[src/rtl/mem_arbiter.sv]
// -----------------------------------------------------------------------------
// mem_arbiter
//
// Two-port read arbiter in front of a single in-order memory port. Requests
// from port 0 and port 1 are arbitrated onto the shared memory request
// channel. Each accepted memory request records the granted port id in a tag
// FIFO. Because the memory answers in request order, the head of that FIFO
// routes each returning response back to the port that issued it.
//
// Build option:
//   MEM_ARBITER_FIXED_PRIO_EN  defined   -> port 0 always wins a tie
//                              undefined -> round-robin between the ports
//
// Ports:
//   clk               sole clock, rising edge
//   rst               asynchronous reset, active low (0 = reset)
//   pN_req_addr       requester N read address            (N = 0, 1)
//   pN_req_valid      requester N request valid
//   pN_req_ready      requester N request accepted this cycle
//   pN_resp_data      response data to requester N
//   pN_resp_valid     response valid to requester N
//   pN_resp_ready     requester N can take the response
//   mem_req_addr      shared memory request address
//   mem_req_valid     shared memory request valid
//   mem_req_ready     memory accepts the request
//   mem_resp_data     memory response data
//   mem_resp_valid    memory response valid
//   mem_resp_ready    arbiter accepts the memory response
// -----------------------------------------------------------------------------
module mem_arbiter #(
    parameter int ADDR_WIDTH      = 32,
    parameter int DATA_WIDTH      = 32,
    parameter int MAX_OUTSTANDING = 4
) (
    input  logic                  clk,
    input  logic                  rst,
    input  logic [ADDR_WIDTH-1:0] p0_req_addr,
    input  logic                  p0_req_valid,
    output logic                  p0_req_ready,
    output logic [DATA_WIDTH-1:0] p0_resp_data,
    output logic                  p0_resp_valid,
    input  logic                  p0_resp_ready,
    input  logic [ADDR_WIDTH-1:0] p1_req_addr,
    input  logic                  p1_req_valid,
    output logic                  p1_req_ready,
    output logic [DATA_WIDTH-1:0] p1_resp_data,
    output logic                  p1_resp_valid,
    input  logic                  p1_resp_ready,
    output logic [ADDR_WIDTH-1:0] mem_req_addr,
    output logic                  mem_req_valid,
    input  logic                  mem_req_ready,
    input  logic [DATA_WIDTH-1:0] mem_resp_data,
    input  logic                  mem_resp_valid,
    output logic                  mem_resp_ready
);

    localparam int PTR_W = (MAX_OUTSTANDING > 1) ? $clog2(MAX_OUTSTANDING) : 1;
    localparam int CNT_W = PTR_W + 1;
    localparam logic [CNT_W-1:0] FULL_CNT = CNT_W'(MAX_OUTSTANDING);

    typedef enum logic {
        IDLE   = 1'b0,
        LOCKED = 1'b1
    } state_t;

    state_t            r_state;
    state_t            w_nextState;
    logic              r_lockPort;
    logic              w_nextLockPort;

    logic              r_tagFifo [MAX_OUTSTANDING];
    logic [PTR_W-1:0]  r_wrPtr;
    logic [PTR_W-1:0]  r_rdPtr;
    logic [CNT_W-1:0]  r_count;

    logic              w_full;
    logic              w_empty;
    logic              w_pick;
    logic              w_sel;
    logic              w_selValid;
    logic              w_memReqValid;
    logic              w_push;
    logic              w_pop;
    logic              w_head;
    logic              w_respActive;

`ifndef MEM_ARBITER_FIXED_PRIO_EN
    logic              r_lastGnt;
`endif

    assign w_full  = (r_count == FULL_CNT);
    assign w_empty = (r_count == '0);

    // Idle-state winner. With only one requester it wins outright; on a tie
    // the fixed build favours port 0, the round-robin build favours whichever
    // port was not granted last.
    always_comb begin
        w_pick = 1'b0;
`ifdef MEM_ARBITER_FIXED_PRIO_EN
        w_pick = p0_req_valid ? 1'b0 : 1'b1;
`else
        if (p0_req_valid && p1_req_valid) begin
            w_pick = ~r_lastGnt;
        end else begin
            w_pick = p0_req_valid ? 1'b0 : 1'b1;
        end
`endif
    end

    // Once a request is stalled by the memory the address must not change,
    // so the locked port owns the channel until its handshake completes.
    assign w_sel      = (r_state == LOCKED) ? r_lockPort : w_pick;
    assign w_selValid = w_sel ? p1_req_valid : p0_req_valid;

    // A full tag FIFO blocks new grants even if a pop happens this cycle.
    assign w_memReqValid = rst && !w_full && w_selValid;
    assign w_push        = w_memReqValid && mem_req_ready;

    assign mem_req_valid = w_memReqValid;
    assign mem_req_addr  = w_sel ? p1_req_addr : p0_req_addr;
    assign p0_req_ready  = w_push && !w_sel;
    assign p1_req_ready  = w_push &&  w_sel;

    always_comb begin
        w_nextState    = r_state;
        w_nextLockPort = r_lockPort;
        case (r_state)
            IDLE: begin
                if (w_memReqValid && !mem_req_ready) begin
                    w_nextState    = LOCKED;
                    w_nextLockPort = w_pick;
                end
            end
            LOCKED: begin
                if (w_push) begin
                    w_nextState = IDLE;
                end
            end
            default: begin
                w_nextState = IDLE;
            end
        endcase
    end

    always_ff @(posedge clk or negedge rst) begin
        if (!rst) begin
            r_state    <= IDLE;
            r_lockPort <= 1'b0;
        end else begin
            r_state    <= w_nextState;
            r_lockPort <= w_nextLockPort;
        end
    end

`ifndef MEM_ARBITER_FIXED_PRIO_EN
    // Reset to port 1 so that port 0 wins the first tie.
    always_ff @(posedge clk or negedge rst) begin
        if (!rst) begin
            r_lastGnt <= 1'b1;
        end else if (w_push) begin
            r_lastGnt <= w_sel;
        end
    end
`endif

    // Response routing follows the oldest outstanding tag. With nothing
    // outstanding, any response from the memory is refused.
    assign w_head       = r_tagFifo[r_rdPtr];
    assign w_respActive = rst && !w_empty;

    assign p0_resp_valid  = w_respActive && !w_head && mem_resp_valid;
    assign p1_resp_valid  = w_respActive &&  w_head && mem_resp_valid;
    assign mem_resp_ready = w_respActive && (w_head ? p1_resp_ready : p0_resp_ready);
    assign p0_resp_data   = mem_resp_data;
    assign p1_resp_data   = mem_resp_data;

    assign w_pop = mem_resp_valid && mem_resp_ready;

    // Tag FIFO. The depth is a power of two, so the pointers wrap naturally.
    always_ff @(posedge clk or negedge rst) begin
        if (!rst) begin
            r_wrPtr <= '0;
            r_rdPtr <= '0;
            r_count <= '0;
            for (int i = 0; i < MAX_OUTSTANDING; i++) begin
                r_tagFifo[i] <= 1'b0;
            end
        end else begin
            if (w_push) begin
                r_tagFifo[r_wrPtr] <= w_sel;
                r_wrPtr            <= r_wrPtr + PTR_W'(1);
            end
            if (w_pop) begin
                r_rdPtr <= r_rdPtr + PTR_W'(1);
            end
            case ({w_push, w_pop})
                2'b10:   r_count <= r_count + CNT_W'(1);
                2'b01:   r_count <= r_count - CNT_W'(1);
                default: r_count <= r_count;
            endcase
        end
    end

endmodule

[config.mk]
export PLATFORM = sky130hd
export DESIGN_NAME = mem_arbiter
export DESIGN_NICKNAME = d
export VERILOG_FILES = /design/src/rtl/mem_arbiter.sv
export SDC_FILE = /design/constraint.sdc
export NUM_CORES = 1
export LEC_CHECK = 0
export BUFFER_PORTS_ARGS = -buffer_cell sky130_fd_sc_hd__buf_2
export CAP_MARGIN = 15
export CORE_AREA = 2 2 79 81
export CTS_CLUSTER_DIAMETER = 150
export DETAILED_ROUTE_END_ITERATION = 16
export DIE_AREA = 0 0 81 83
export GPL_ROUTABILITY_DRIVEN = 0
export PLACE_DENSITY_LB_ADDON = 0.08
export SLEW_MARGIN = 40
export SYNTH_ARGS = -nofsm -noshare
export SYNTH_HDL_FRONTEND = slang
export SYNTH_SLANG_ARGS = --single-unit
[constraint.sdc]
create_clock -name clk -period 3.1 [get_ports clk]
set_input_delay 0.31 -clock clk [delete_from_list [all_inputs] [get_ports clk]]
set_output_delay 0.31 -clock clk [all_outputs]
set_load 0.1 [all_outputs]
==> results of run 1 <==
registers in the layout, summed over array words and instances, names as in the netlist, named ones only:
signal and cells:
r_count 3, r_wrPtr 2, r_tagFifo 4, r_rdPtr 2
r_lockPort 1, r_lastGnt 1
report_power, final:
part           switching (W)  internal (W)  leakage, nW
Sequential         0.0000848      0.000283        0.163
Combinational        0.00188       0.00107        0.973
Clock              0.0000636     0.0000907       0.0228
Total                0.00203       0.00144         1.16
logic make-up after synthesis:
family | Yosys count | share of synthesized area
buffers and inverters | 77 | 0.314
DFF | 14 | 0.203
xor gates and xnor gates | 5 | 0.0253
muxes | 45 | 0.287
adders and majority gates | 6 | 0.0477
and+or+nand+nor | 22 | 0.0787
AOI/OAI and AO/OA | 10 | 0.0440
worst register-to-register path, cell delays in order, from the launching register on:
cell and delay, ps:
dfrtp_1 390, nand2b_1 160, a21oi_1 510, nor4b_4 160, inv_1 100, ha_1 180, inv_1 60, fa_1 370
xor2_1 150, nor2_1 110, xnor2_1 120
worst max-delay path by stage:
stage	start	to	slack [ps]	cells after the start
CTS	rst	p1_req_ready	250	6
floorplan	flop	p0_req_ready	310	4
detailed placement	rst	r_count[2]$_DFFE_PN0P_	680	10
global placement	rst	r_count[2]$_DFFE_PN0P_	700	10
finish	rst	p1_req_ready	300	6
global route	rst	p1_req_ready	120	6
layer usage:
metal | up-vias | GRT usage
li1 | 637 | -
met1 | 590 | 0.147
met2 | 95 | 0.268
met3 | 15 | 0.0489
met4 | 0 | 0.0401
met5 | - | 0
placed cells by master (no fill, tap or decap), types with 2 or more instances in the layout:
cell type and n:
mux2i_1 7, buf_12 32, xor2_1 2, o21a_1 2, clkbuf_8 3, o31ai_1 2
nor2b_1 2, dfrtp_1 13, buf_2 77, inv_1 8, buf_4 2, ha_1 5
nor4_1 5, o21ai_0 2, mux2_2 38, xnor2_1 3, nand2_1 4, nor2_1 4
area by class of cell:
cell class,instances,share of cell area
clock buffers,4,0.0187
inverters,8,0.0124
multi-input cells,88,0.349
flip-flops and latches,14,0.146
well taps,75,0.0389
repair buffers,112,0.435
metrics by stage:
stage	hold WS [ps]	power, W
after global placement	257	0.00336
after CTS	410	0.00351
after detailed placement	258	0.00335
final	414	0.00348
after floorplan	14.4	0.00277
after global routing	458	0.00364
==> results by group, run 1 <==
Global route
  • Vias in the first global route: between 1k and 1.5k
  • Initial antenna violation count: 0
  • Tot GR Track Use: 0.143
  • Largest net degree at the start of global routing: 26
  • Overflow after GRT: 0
  • First-pass GRT wire length: around 7.6 mm

Setup path
  • CP Launch Type: input pin
  • Worst path cell trace: dlygate4sd3_1 -> buf_2 -> o31ai_2 -> nor4b_4 -> and2_1 -> buf_2
  • Critical path's slowest cell: dlygate4sd3_1
  • Worst-case reg-to-reg path depth: 10
  • Worst R2R End: r_count[2]$_DFFE_PN0P_
  • CP max stage delay: 520 ps
  • WP buf/inv: 3
  • Most Frequent Cell on Critical Path: buf_2
  • Critical path class: in2out
  • Top delay family on crit path: buffers and inverters
  • Reg2Reg Setup Slack: about 710 ps
  • CP max FO: 17
  • Worst Path Arrival: 2490 ps
  • Worst Setup End Kind: output port
  • Worst EP required: between 2000 and 3000 ps
  • Reg2reg start: r_lockPort$_DFFE_PN0P_

Place
  • DP Area: 2360 um^2
  • Detail Placement HPWL: approximately 4.2 mm
  • Input/output buffers: ~110
  • Placed Cells: approximately 300
  • Post-place setup slack: 678 ps

Final layout
  • Antenna Cells: 0
  • Final design area excluding fillers: between 2000 and 2500 um^2
  • Fin nets: ~340
  • Multi-input logic area: approximately 840 um^2
  • Utilization after layout: 0.415
  • Share of cells above drive strength 1: 0.695
  • Area grow syn2layout: 39.3%
  • # fillers: 591
  • Sequential cell area: 352 um^2
  • Final std cells w/o fill: around 300

Clock network
  • # clock sinks: 14
  • Setup bufs post-CTS: 0
  • Post_cts resized: 0
  • Htree depth: 1
  • Post-CTS Hold Fix Bufs: 1
  • Clk slew on worst S/H paths: 60 ps
  • Max clock buf depth: 2
  • Root buf cell: clkbuf_8
  • TritonCTS clock tree: done
  • TritonCTS Buffers: 3
  • Latest clock arrival within the worst-skew pair: between 200 and 250 ps

Hold path
  • Hold Path Stages: 3
  • Hold WC Path Type: in2reg
  • Hold_sp: p1_resp_ready
  • Hold EP: r_rdPtr[0]$_DFFE_PN0P_

Timing
  • Fmax: between 0.3 and 0.4 GHz
  • Post-Route Skew: between 1 and 1.5 ps
  • Final cycle utilization of the critical path: 0.902
  • Minimum clock period: between 2000 and 3000 ps
  • Setup TNS: 0 ps
  • Fin. max-slew vios: 0
  • Slew headroom: 0.542
  • RSZ-0062 raised after global routing: false
  • Final setup margin: 305 ps
  • Hold Fails Final Rpt: 0
  • Final setup viols: 0
  • Tightest Pin Transition: 684 ps

Synthesis
  • Synth top area share: 0.282
  • Synth Instances: roughly 180
  • FF+latch count, synth: 14
  • Area leader, netlist: buf_4
  • EDFF count, synth: 0
  • Synth cell types: 30
  • Synth top cells by count: 65 x buf_4, 38 x mux2_2, 13 x dfrtp_1
  • Most frequent cell after synthesis: buf_4
  • Register area share after synthesis: 0.203
  • Mapped Nets: 289
  • Largest cells by area after synthesis: buf_4 28%, mux2_2 25%, dfrtp_1 19%, mux2i_1 4.0%, ha_1 3.6%
  • FFs w/ async S/R, synth: 1.00
  • Cell Area, Synth: 1730 um^2
  • Syn. warnings: 0
  • Syn avg cell area: around 9.7 um^2
  • Top_reg_cell synth: dfrtp_1

Floorplan
  • CORE AREA: about 5800 um^2
  • Row count: 28
  • Die area: ~6700 um^2
  • # IOs: between 200 and 250
  • Die W: approximately 81 um
  • Initial Utilization: 0.298
  • Die H: 83 um

Route
  • Antenna-violating nets left: 0
  • Total iterations of the first detailed-routing run: 2
  • Met2 Routed Length: ~2.8 mm
  • Met3 wire length: roughly 500 um
  • DRC: 0
  • Via count: between 1k and 1.5k
  • Initial DRC count: 20
  • Vias per inst: 4.44
  • Post-DR wirelength/cell: 16.3 um
  • Met1 WL: between 1.5 and 2 mm
  • Routed wire length: between 4 and 5 mm
  • Top layer in use: met4

Pwr
  • Power density cells: approximately 1400 nW/um^2
  • Leak pwr: about 1.2 nW
  • Worst ir drop on vdd: approximately 660 uV

Run status
  • Outcome: complete, no violations

Run
  • Max-Cap Viols: 0
(Power assumes the default switching activity.)
==> run 2, diff against run 1 <==
--- a/config.mk
+++ b/config.mk
@@ -7,10 +7,11 @@
 export LEC_CHECK = 0
 export BUFFER_PORTS_ARGS = -buffer_cell sky130_fd_sc_hd__buf_2
 export CAP_MARGIN = 15
-export CORE_AREA = 2 2 79 81
+export CORE_ASPECT_RATIO = 0.6
+export CORE_MARGIN = 2
+export CORE_UTILIZATION = 34
 export CTS_CLUSTER_DIAMETER = 150
 export DETAILED_ROUTE_END_ITERATION = 16
-export DIE_AREA = 0 0 81 83
 export GPL_ROUTABILITY_DRIVEN = 0
 export PLACE_DENSITY_LB_ADDON = 0.08
 export SLEW_MARGIN = 40
==> results by group, run 2 (synthesized netlist as in run 1, its figures left out) <==
Timing
  • Post-Route Skew: 0.918 ps (-0.363 ps)
  • Slew headroom: 0.524 (-0.0171)
  • Final cycle utilization of the critical path: 0.901 (-0.00122)
  • RSZ-0062 raised after global routing: false
  • Fin. max-slew vios: 0 (unchanged)
  • Fmax: 0.358 GHz (+0.14%)
  • Hold Fails Final Rpt: 0 (unchanged)
  • Final setup viols: 0 (unchanged)
  • Setup TNS: 0 ps (unchanged)
  • Tightest Pin Transition: 702 ps (+18.7 ps)
  • Minimum clock period: 2790 ps (-3.79 ps)

Global route
  • Vias in the first global route: 1288 (-8.2%)
  • Initial antenna violation count: 0 (unchanged)
  • Overflow after GRT: 0 (unchanged)
  • Largest net degree at the start of global routing: 36 (+38%)
  • First-pass GRT wire length: 6.64 mm (-12%)
  • Tot GR Track Use: 0.154 (+0.0109)

Setup path
  • Worst Path Arrival: 2480 ps (about the same)
  • CP max FO: 17 (unchanged)
  • Worst EP required: 2790 ps (about the same)
  • Worst Setup End Kind: output port
  • CP Launch Type: input pin
  • Critical path class: in2out

Floorplan
  • Die H: 59.3 um (-29%)
  • CORE AREA: 4980 um^2 (-14%)
  • Die area: 5700 um^2 (-15%)
  • Die W: 96.2 um (+19%)
  • # IOs: 206 (unchanged)
  • Initial Utilization: 0.348 (+0.0500)
  • Row count: 20 (-29%)

Clock network
  • Setup bufs post-CTS: 0 (unchanged)
  • TritonCTS Buffers: 3 (unchanged)
  • Max clock buf depth: 2 (unchanged)
  • # clock sinks: 14 (unchanged)
  • Latest clock arrival within the worst-skew pair: 240 ps (about the same)
  • TritonCTS clock tree: done
  • Root buf cell: clkbuf_8
  • Clk slew on worst S/H paths: 50 ps (about the same)
  • Htree depth: 1 (unchanged)

Place
  • Input/output buffers: 109 (unchanged)
  • Placed Cells: 286 (-3.4%)
  • Detail Placement HPWL: 4.04 mm (-4.8%)

Final layout
  • Regs by FF count: r_tagFifo x4, r_count x3
  • Sequential cell area: 352 um^2 (unchanged)
  • Area grow syn2layout: 39.1%
  • Top reg by flops: r_tagFifo
  • Commonest cells after routing, fill and taps aside: 76 x buf_2, 38 x mux2_2, 33 x buf_12, 13 x dfrtp_1, 8 x inv_1
  • # fillers: 462 (-22%)
  • Share of cells above drive strength 1: 0.693 (-0.00136)
  • Final std cells w/o fill: 291 (-3.3%)
  • Fin nets: 336 (-0.30%)
  • Largest register FFs: 4 (unchanged)
  • Commonest non-fill, non-tap cell in the layout: buf_2
  • Antenna Cells: 0 (unchanged)
  • Multi-input logic area: 842 um^2 (unchanged)

Route
  • Via count: 1333 (-0.30%)
  • Routed wire length: 4.61 mm (-6.3%)
  • Total iterations of the first detailed-routing run: 4 (+2)
  • Antenna-violating nets left: 0 (unchanged)
  • Vias per inst: 4.58 (+3.1%)
  • Initial DRC count: 44 (+120%)
  • DRC: 0 (unchanged)
  • Post-DR wirelength/cell: 15.8 um (-3.1%)

Pwr
  • Power density cells: 1440 nW/um^2 (-0.17%)
  • Leak pwr: 1.16 nW (-0.15%)
  • Worst ir drop on vdd: 659 uV (-0.67%)

Run status
  • Outcome: complete, no violations

Run
  • Max-Cap Viols: 0 (unchanged)

Hold path
  • Hold WC Path Type: in2reg
==> run 2: cell types whose count changed in the layout (fill, tap and decap cells not counted) <==
cell,change
buf_4,-1
buf_2,-1
buf_12,+1
==> run 2: final timing paths <==
| kind | start | end | slack, ps | depth (start not counted) |
|---|---|---|---|---|
| min | p1_resp_ready | r_rdPtr[0]$_DFFE_PN0P_ | 420 | 3 |
| max in group asynchronous | rst | r_lastGnt$_DFFE_PN1P_ | 2290 | 2 |
| max reg2reg | r_lockPort$_DFFE_PN0P_ | r_count[2]$_DFFE_PN0P_ | 730 | 10 |
| min in group asynchronous | rst | r_count[1]$_DFFE_PN0P_ | 500 | 2 |
| max | rst | p0_req_ready | 310 | 6 |
| min reg2reg | r_tagFifo[3]$_DFFE_PN0P_ | r_tagFifo[3]$_DFFE_PN0P_ | 510 | 1 |
==> run 2: repair_timing <==
item | in CTS | in global routing
gates resized for setup | 0 | 0
hold endpoints to repair | 13 | 0
setup endpoints to repair | 0 | 0
hold buffers | 1 | 0
==> run 2: cell type report <==
class,count,area share
sequential,14,0.146
multi-input combinational,88,0.349
timing repair buffer,111,0.439
inverter,8,0.0125
tap,66,0.0343
clock buffer,4,0.0187
==> run 2: routing by layer <==
layer,GRT usage,routed length (um),vias up
met5,0,0,-
met4,0.0327,36,0
met3,0.0827,682,8
met2,0.213,1980,112
met1,0.211,1910,577
li1,-,-,636
==> run 2: stage by stage <==
stage | util | power, W | setup WS (ps) | area [um^2] | hold WS, ps
after floorplan | - | 0.00277 | 308 | 1740 | 14.4
after global placement | 0.473 | 0.00333 | 745 | 2350 | 248
after detailed placement | 0.473 | 0.00333 | 724 | 2350 | 247
after CTS | 0.484 | 0.00350 | 268 | 2410 | 429
after global routing | 0.484 | 0.00362 | 140 | 2410 | 449
final | 0.484 | 0.00346 | 308 | 2410 | 425
==> run 2: where the power goes <==
part,leakage [nW],switching (W),internal [W],total (W)
sequential,0.163,0.0000820,0.000283,0.000365
combinational,0.971,0.00188,0.00107,0.00295
clock,0.0228,0.0000612,0.0000909,0.000152
==> run 2: worst max-delay path, cell delays in order <==
cell	delay, ps
dlygate4sd3_1	520
buf_2	330
o31ai_2	240
nor4b_4	460
nor2b_1	190
buf_2	440
